### src/rtl/usb_stream_fifo_if.sv
`default_nettype none
// +--------------------------------------------------------------------------+
// | usb_stream_fifo_if : valid/ready byte-stream bundle with fill and flush. |
// | Rev 1.0                                                                  |
// +--------------------------------------------------------------------------+
interface usb_stream_fifo_if #(
  parameter int WIDTH      = 8,
  parameter int DEPTH_LOG2 = 4
);
  logic                  flush;
  logic [WIDTH-1:0]      in_data;
  logic                  in_val;
  logic                  in_rdy;
  logic [WIDTH-1:0]      out_data;
  logic                  out_val;
  logic                  out_rdy;
  logic [DEPTH_LOG2:0]   level;
  logic                  full;
  logic                  empty;

  // master is the side that feeds/drains the FIFO; slave is the FIFO itself
  modport master (
    output flush, in_data, in_val, out_rdy,
    input  in_rdy, out_data, out_val, level, full, empty
  );

  modport slave (
    input  flush, in_data, in_val, out_rdy,
    output in_rdy, out_data, out_val, level, full, empty
  );
endinterface
`default_nettype wire

### src/rtl/usb_stream_fifo.sv
`default_nettype none
// +--------------------------------------------------------------------------+
// | usb_stream_fifo : first-word fall-through byte FIFO, USB CDC <-> ACIA.   |
// | Rev 1.0                                                                  |
// +--------------------------------------------------------------------------+
module usb_stream_fifo #(
  parameter int WIDTH      = 8,
  parameter int DEPTH_LOG2 = 4
) (
  input  wire logic          clk,
  input  wire logic          rst_n,
  usb_stream_fifo_if.slave   bus
);

  localparam int                  c_depth      = 1 << DEPTH_LOG2;
  localparam logic [DEPTH_LOG2:0] c_full_count = {1'b1, {DEPTH_LOG2{1'b0}}};

  logic [WIDTH-1:0]      r_mem [c_depth];
  logic [DEPTH_LOG2-1:0] r_wr_ptr;
  logic [DEPTH_LOG2-1:0] r_rd_ptr;
  logic [DEPTH_LOG2:0]   r_count;

  logic w_full;
  logic w_empty;
  logic w_in_rdy;
  logic w_out_val;
  logic w_push;
  logic w_pop;

  // Status comes from the count register only, so out_rdy never reaches in_rdy.
  assign w_full    = (r_count == c_full_count);
  assign w_empty   = (r_count == '0);
  assign w_in_rdy  = ~w_full & rst_n;
  assign w_out_val = ~w_empty;
  assign w_push    = bus.in_val & w_in_rdy;
  assign w_pop     = w_out_val & bus.out_rdy;

  always_ff @(posedge clk) begin
    if (!rst_n) begin
      r_wr_ptr <= '0;
      r_rd_ptr <= '0;
      r_count  <= '0;
      for (int i = 0; i < c_depth; i++) begin
        r_mem[i] <= '0;
      end
    end else if (bus.flush) begin
      // Flush wins over any same-cycle push or pop.
      r_wr_ptr <= '0;
      r_rd_ptr <= '0;
      r_count  <= '0;
    end else begin
      if (w_push) begin
        r_mem[r_wr_ptr] <= bus.in_data;
        r_wr_ptr        <= r_wr_ptr + DEPTH_LOG2'(1);
      end
      if (w_pop) begin
        r_rd_ptr <= r_rd_ptr + DEPTH_LOG2'(1);
      end
      case ({w_push, w_pop})
        2'b10:   r_count <= r_count + (DEPTH_LOG2 + 1)'(1);
        2'b01:   r_count <= r_count - (DEPTH_LOG2 + 1)'(1);
        default: r_count <= r_count;
      endcase
    end
  end

  assign bus.in_rdy   = w_in_rdy;
  assign bus.out_val  = w_out_val;
  assign bus.out_data = r_mem[r_rd_ptr];
  assign bus.level    = r_count;
  assign bus.full     = w_full;
  assign bus.empty    = w_empty;

endmodule
`default_nettype wire

### src/flat_wrapper.sv
// flat-port wrapper written by rule: the top's interface ports become plain ports
module usb_stream_fifo_flat 
#(
  parameter int WIDTH      = 8,
  parameter int DEPTH_LOG2 = 4
)
  (clk, rst_n, bus_flush, bus_in_data, bus_in_val, bus_out_rdy, bus_in_rdy, bus_out_data, bus_out_val, bus_level, bus_full, bus_empty);
  usb_stream_fifo_if #(.WIDTH(WIDTH), .DEPTH_LOG2(DEPTH_LOG2)) bus_i ();
  input  wire logic clk;
  input  wire logic rst_n;
  input wire logic [$bits(bus_i.flush)-1:0] bus_flush;
  input wire logic [$bits(bus_i.in_data)-1:0] bus_in_data;
  input wire logic [$bits(bus_i.in_val)-1:0] bus_in_val;
  input wire logic [$bits(bus_i.out_rdy)-1:0] bus_out_rdy;
  output wire logic [$bits(bus_i.in_rdy)-1:0] bus_in_rdy;
  output wire logic [$bits(bus_i.out_data)-1:0] bus_out_data;
  output wire logic [$bits(bus_i.out_val)-1:0] bus_out_val;
  output wire logic [$bits(bus_i.level)-1:0] bus_level;
  output wire logic [$bits(bus_i.full)-1:0] bus_full;
  output wire logic [$bits(bus_i.empty)-1:0] bus_empty;
  assign bus_i.flush = bus_flush;
  assign bus_i.in_data = bus_in_data;
  assign bus_i.in_val = bus_in_val;
  assign bus_i.out_rdy = bus_out_rdy;
  assign bus_in_rdy = bus_i.in_rdy;
  assign bus_out_data = bus_i.out_data;
  assign bus_out_val = bus_i.out_val;
  assign bus_level = bus_i.level;
  assign bus_full = bus_i.full;
  assign bus_empty = bus_i.empty;
  usb_stream_fifo #(.WIDTH(WIDTH), .DEPTH_LOG2(DEPTH_LOG2)) u_core (.clk(clk), .rst_n(rst_n), .bus(bus_i));
endmodule
### config.mk
export PLATFORM = sky130hd
export DESIGN_NAME = usb_stream_fifo_flat
export DESIGN_NICKNAME = d
export VERILOG_FILES = /design/src/rtl/usb_stream_fifo_if.sv /design/src/rtl/usb_stream_fifo.sv /design/src/flat_wrapper.sv
export SDC_FILE = /design/constraint.sdc
export NUM_CORES = 1
export LEC_CHECK = 0
export BUFFER_PORTS_ARGS = -buffer_cell sky130_fd_sc_hd__buf_2
export CORE_ASPECT_RATIO = 1.1
export CORE_MARGIN = 5
export CORE_UTILIZATION = 61
export CTS_CLUSTER_DIAMETER = 120
export DETAILED_ROUTE_END_ITERATION = 6
export HOLD_SLACK_MARGIN = 0.05
export PLACE_DENSITY_LB_ADDON = 0.1
export SKIP_CTS_REPAIR_TIMING = 1
export SYNTH_ARGS = -nofsm -noshare
export SYNTH_HDL_FRONTEND = slang
export SYNTH_SLANG_ARGS = --single-unit
### constraint.sdc
create_clock -name clk -period 2.9 [get_ports clk]
set_input_delay 0.145 -clock clk [delete_from_list [all_inputs] [get_ports clk]]
set_output_delay 0.145 -clock clk [all_outputs]
set_load 0.01 [all_outputs]
# Word-level counts from Yosys, hierarchy flattened
# Memory sizes are Yosys's and may differ from the RTL's. A register that Yosys moved wholly into a read port is not among the register bits.
# Cells that the tools add are included.
dict set report word_totals {
  register_bits 13
  ramBits 128
  output_inout_bits 17
  word_cells 32
  mem_count 1
}
# memory words width read_ports rd_clocked_by_memory_dff write_ports line_no
set memory_table {}
lappend memory_table {u_core.r_mem 16 8 1 1 16 usb_stream_fifo.sv:18} ;# logic [WIDTH-1:0] r_mem [c_depth];
dict set report classes {
  addsub 4
  eq_ne 3
  mux 11
  bitwise 6
  reduce_logical 4
}
# operator count
set op_table {}
lappend op_table {{4-bit two-way mux} 3}
lappend op_table {{5-bit case mux with 2 select lines} 1}
lappend op_table {{4-bit by 1-bit adder with 4-bit output (second input constant)} 2}
lappend op_table {{8-bit two-way mux} 1}
lappend op_table {{8-bit OR reduction} 1}
lappend op_table {{1-bit two-way mux} 6}
lappend op_table {{5-bit by 1-bit adder with 5-bit output (second input constant)} 1}
lappend op_table {{5-bit == test (second input constant)} 1}
lappend op_table {{5-bit zero test} 1}
lappend op_table {{5-bit by 1-bit subtractor with 5-bit output (second input constant)} 1}
lappend op_table {{1-bit bitwise AND} 3}
lappend op_table {{1-bit inverter} 3}
lappend op_table {{2-bit by 1-bit == test with 1-bit output (second input constant)} 1}
lappend op_table {{2-bit == test (second input constant)} 1}
lappend op_table {{2-bit nonzero test} 1}
lappend op_table {{2-bit OR reduction} 1}

# Depth between registers and ports, before layout
dict set report logic_depth {
  ltp_word 10
  mapped_depth 10
}

# Least setup slack after synthesis
# No wires, ideal clock.
dict set report synth_path {
  kind {reg2reg}
  startpoint {reg u_core.r_count[0], in the netlist u_core.bus.level[0]}
  endpoint {reg u_core.r_count[4], in the netlist u_core.bus.level[4]}
  arrival_ps 2573
  required_ps 2828
  setup_slack_ps 255
  path_stages_with_launch 10
  n_path_buf 0
  cell_sequence {dfxtp_1 -> or4_4 -> o211ai_2 -> ha_1 -> inv_1 -> fa_1 -> nand2b_1 -> a21oi_1 -> mux2i_1 -> mux2i_1}
}
dict set report synth_between {
  elab_chain_cells 6
  word_cells_on_any_way 13
  classes_between {2 x add/sub; 3 x eq/ne; 1 x mux; 5 x bitwise; 2 x reduce/logical}
}
# item line_no
set synth_rtl {}
lappend synth_rtl {{from (decl)} usb_stream_fifo.sv:21} ;# logic [DEPTH_LOG2:0] r_count;
lappend synth_rtl {{from (signal assigned)} usb_stream_fifo.sv:60} ;# 2'b10: r_count <= r_count + (DEPTH_LOG2 + 1)'(1);
lappend synth_rtl {{from (signal assigned)} usb_stream_fifo.sv:61} ;# 2'b01: r_count <= r_count - (DEPTH_LOG2 + 1)'(1);
lappend synth_rtl {{from (signal assigned)} usb_stream_fifo.sv:62} ;# default: r_count <= r_count;
lappend synth_rtl {{5-bit == test} usb_stream_fifo.sv:31} ;# assign w_full = (r_count == c_full_count);
lappend synth_rtl {{1-bit inverter} usb_stream_fifo.sv:33} ;# assign w_in_rdy = ~w_full & rst_n;
lappend synth_rtl {{1-bit bitwise AND} usb_stream_fifo.sv:33}
lappend synth_rtl {{1-bit bitwise AND} usb_stream_fifo.sv:35} ;# assign w_push = bus.in_val & w_in_rdy;
lappend synth_rtl {{2-bit by 1-bit == test with 1-bit output or 2-bit == test (tied branches)} usb_stream_fifo.sv:59} ;# case ({w_push, w_pop})
lappend synth_rtl {{5-bit case mux with 2 select lines or 2-bit nonzero test (tied branches)} n/a}
# Parallel ways exist; a longest one is shown, timed or not.
# A chain may end at the register's enable or synchronous reset.

# Worst setup path after layout
dict set report layout_path {
  startpoint {reg u_core.r_count[2], in the netlist u_core.bus.level[2]}
  endpoint {reg u_core.r_count[4], in the netlist u_core.bus.level[4]}
}
# Same word-level chain as after synthesis.

==> summary.md <==
| Metric | Value |
|---|---|
| Outcome | `completed` |
| Drt drc | `0` |
| Clock latency on the worst-skew pair | `approximately 0.41 ns` |
| Pwr dens | `approximately 610 nW/um2` |
| DR WL/cell | `22.1 um` |
| Peak VDD IR | `about 0.37 mV` |
| FMAX | `approximately 0.37 GHz` |
| Core ar. | `10,900 um2` |
| Gate Count Post-Synth | `roughly 530` |
| Util after Layout | `0.707` |
| Vias in the first global route | `4,455` |
| Most frequent cells in the layout | `edfxtp_1, nor2_1, nand2_1` |
| Share of cells above drive strength 1 | `0.204` |
| Worst Clk Skew | `roughly 0.0055 ns` |
| Largest net degree at the start of global routing | `33` |
| TNS Setup | `0 ns` |
| Clock transition at path regs | `0.06 ns` |
| Overflow after GRT | `0` |
| Global-route wire length before repair | `24,800 um` |
| Wirelength, routed | `about 16,000 um` |
| Slew @ Worst Pin | `0.783 ns` |
| Gr usage total | `0.250` |
| EDFF count, synth | `128` |
| Max incr delay on CP | `between 0.5 and 0.6 ns` |
| Switching Power | `0.988 mW` |
| Final Non-Filler Cells | `slightly above 700` |
| Distinct cells, synth | `38` |
| Max Cap Violations | `0` |
| Top Family by Delay on Critical Path | `simple AND/OR/NAND/NOR gates` |
| Die Wd | `111 um` |
| Die Footprint | `13,400 um2` |
| WP buf/inv | `1` |
| Final setup violation count | `0` |
| Die H | `~120 um` |
| CP Launch Type | `flip-flop` |
| Root Driver | `clkbuf_16` |
| Final Slew Violations | `0` |
| Num CTS Buffers | `17` |
| Vias | `4,352` |
| Static leakage | `~2.9 nW` |
| Power Internal | `between 3 and 4 mW` |
| Tmin final | `~2.7 ns` |
| #FFs+latches synth | `around 150` |
| Avg Cell Area, Syn | `about 13 um2` |
| CTS tree | `done` |
| Primary FF master, synth | `edfxtp_1` |
| Required @ worst endpoint | `3.25 ns` |
| Dpl hpwl | `11,100 um` |
| Htree depth | `4` |
| Largest fanout on the critical path | `5` |
| Crit path arrival time | `between 3 and 4 ns` |
| Post-synth top area share | `0.564` |
| Placement Rows | `40` |
| Design Power | `around 4.7 mW` |
| Critical-path cell list | `or4_4 -> o211ai_2 -> ha_1 -> inv_1 -> fa_1 -> nand2b_1 -> a21oi_1 -> mux2i_1 -> mux2i_1` |
| I/O pins | `30` |
| Post-DRT Antenna Nets | `0` |
| Worst rel slew slack | `0.477` |
| Synthesized area | `6820 um2` |
| Yosys top cell by area | `edfxtp_1` |
| Synth top area cells | `edfxtp_1, mux4_2, nor2_1` |
| Clk sink count | `145` |
| Endpoint class of the critical path | `flip-flop` |
| Post-synth ARST share | `0` |
| Vias/cell | `6.08` |
| Logic gate share of total power | `0.052` |
| I/O Buffers | `29` |
| CP max stage cell | `or4_4` |
| Fillers | `slightly below 800` |
| RSZ-0062 raised after global routing | `false` |
| Seq pwr share | `0.497` |
| CTS Buffer Depth | `2` |
| Total iterations of the first detailed-routing run | `5` |
| Register area share after synthesis | `0.614` |
| Antenna diode count | `0` |
| Final #Nets | `580` |
| Placed cells | `685` |
| Tcrit/Tclk final | `0.945` |
| Iteration-0 DRC count of the detailed router | `380` |
| Crit-path most repeated cell | `mux2i_1` |
| Initial antenna violation count | `0` |
| Setup Crit Path Kind | `reg2reg` |
| Synth warn | `0` |
| Post-synthesis net count | `between 500 and 600` |
| Hold/Removal Path Class | `in2reg` |
| Area Overhead vs Synth | `13.2%` |
| Sw frac | `0.208` |
| Clock group share of total power | `0.452` |
| GPL Wtd Cong | `about 0.86` |
| Starting Density | `0.625` |
| Most common cell after layout, fill and taps aside | `edfxtp_1` |
| Final Hold Fails | `0` |
-- layer usage --
metal / up-vias / GRT usage / wire length [um]
met2: 195 / 0.440 / 8320
met5: - / 0 / 0
met3: 32 / 0.0574 / 1120
met4: 0 / 0.0924 / 458
li1: 1990 / - / -
met1: 2135 / 0.304 / 5940
-- power groups by stage --
stage / clock [mW] / combinational (mW) / sequential (mW)
final: 2.14 / 0.246 / 2.36
after CTS: 2.15 / 0.246 / 2.36
after detailed placement: 0 / 0.244 / 2.40
after floorplan: 0 / 0.146 / 2.39
after global placement: 0 / 0.240 / 2.39
after global routing: 2.26 / 0.265 / 2.36
-- worst reg2reg max path: cells and delay by family, from the launching register on --
family | cells | cell delay [ns]
AND/OR/NAND/NOR | 2 | 0.71
adder cells (fa/ha/maj) | 2 | 0.69
multiplexers | 2 | 0.43
AO/OA/AOI/OAI | 2 | 0.38
flip-flops | 1 | 0.37
buffers and inverters | 1 | 0.10
-- worst paths after layout --
| check | start | end | slack, ns | cells after the start |
|---|---|---|---|---|
| max | u_core.bus.level[2]$_SDFFE_PP0P_ | u_core.bus.level[4]$_SDFFE_PP0P_ | 0.16 | 9 |
| min | bus_in_val | u_core.r_wr_ptr[1]$_SDFFE_PP0P_ | 0.11 | 3 |
| max reg2reg | u_core.bus.level[2]$_SDFFE_PP0P_ | u_core.bus.level[4]$_SDFFE_PP0P_ | 0.16 | 9 |
| min reg2reg | u_core.r_wr_ptr[1]$_SDFFE_PP0P_ | u_core.r_wr_ptr[1]$_SDFFE_PP0P_ | 0.52 | 2 |
-- synthesized netlist by cell type, types with 3 or more instances --
master,number
edfxtp_1,128
nor2_1,92
nand2_1,45
and3_1,37
mux4_2,32
and2_1,30
dfxtp_1,17
a22oi_1,16
buf_2,16
clkbuf_1,13
nand3_1,13
nor2b_1,11
ha_1,9
inv_1,9
o21ai_0,9
a21oi_1,5
buf_1,5
nand2b_1,5
xor2_1,4
mux2i_1,3
o211ai_1,3
xnor2_1,3
-- state kept, by name, indices dropped and copies added (netlist names), named ones only --
signal,flops
u_core.r_rd_ptr,4
u_core.bus.level,5
u_core.r_mem,128
u_core.r_wr_ptr,4
-- area by class of cell --
type                    count  area [um2]  area share
inverters                  11        41.3     0.00535
multi-input cells         333        2420       0.314
well taps                 147         184      0.0238
flip-flops and latches    145        4190       0.542
repair buffers             49         308      0.0399
clock inverters            12         143      0.0185
clock buffers              19         433      0.0561
-- cell families after synthesis --
kind of cell / synth area share
simple gates: 0.172
buf+inv: 0.0310
compound gates: 0.0448
xor+xnor: 0.00899
flops: 0.614
mux: 0.110
fa+ha+maj: 0.0195
-- metrics by stage --
step                      setup WS, ns  hold slack (ns)  cell area (um2)
after CTS                        0.147           0.0959             7710
after global routing            0.0146            0.134             7710
after detailed placement         0.168            0.496             7140
after global placement           0.223            0.487             7140
after floorplan                  0.255            0.326             6820
final                            0.160            0.113             7710
Power figures use the tool's default switching activity.
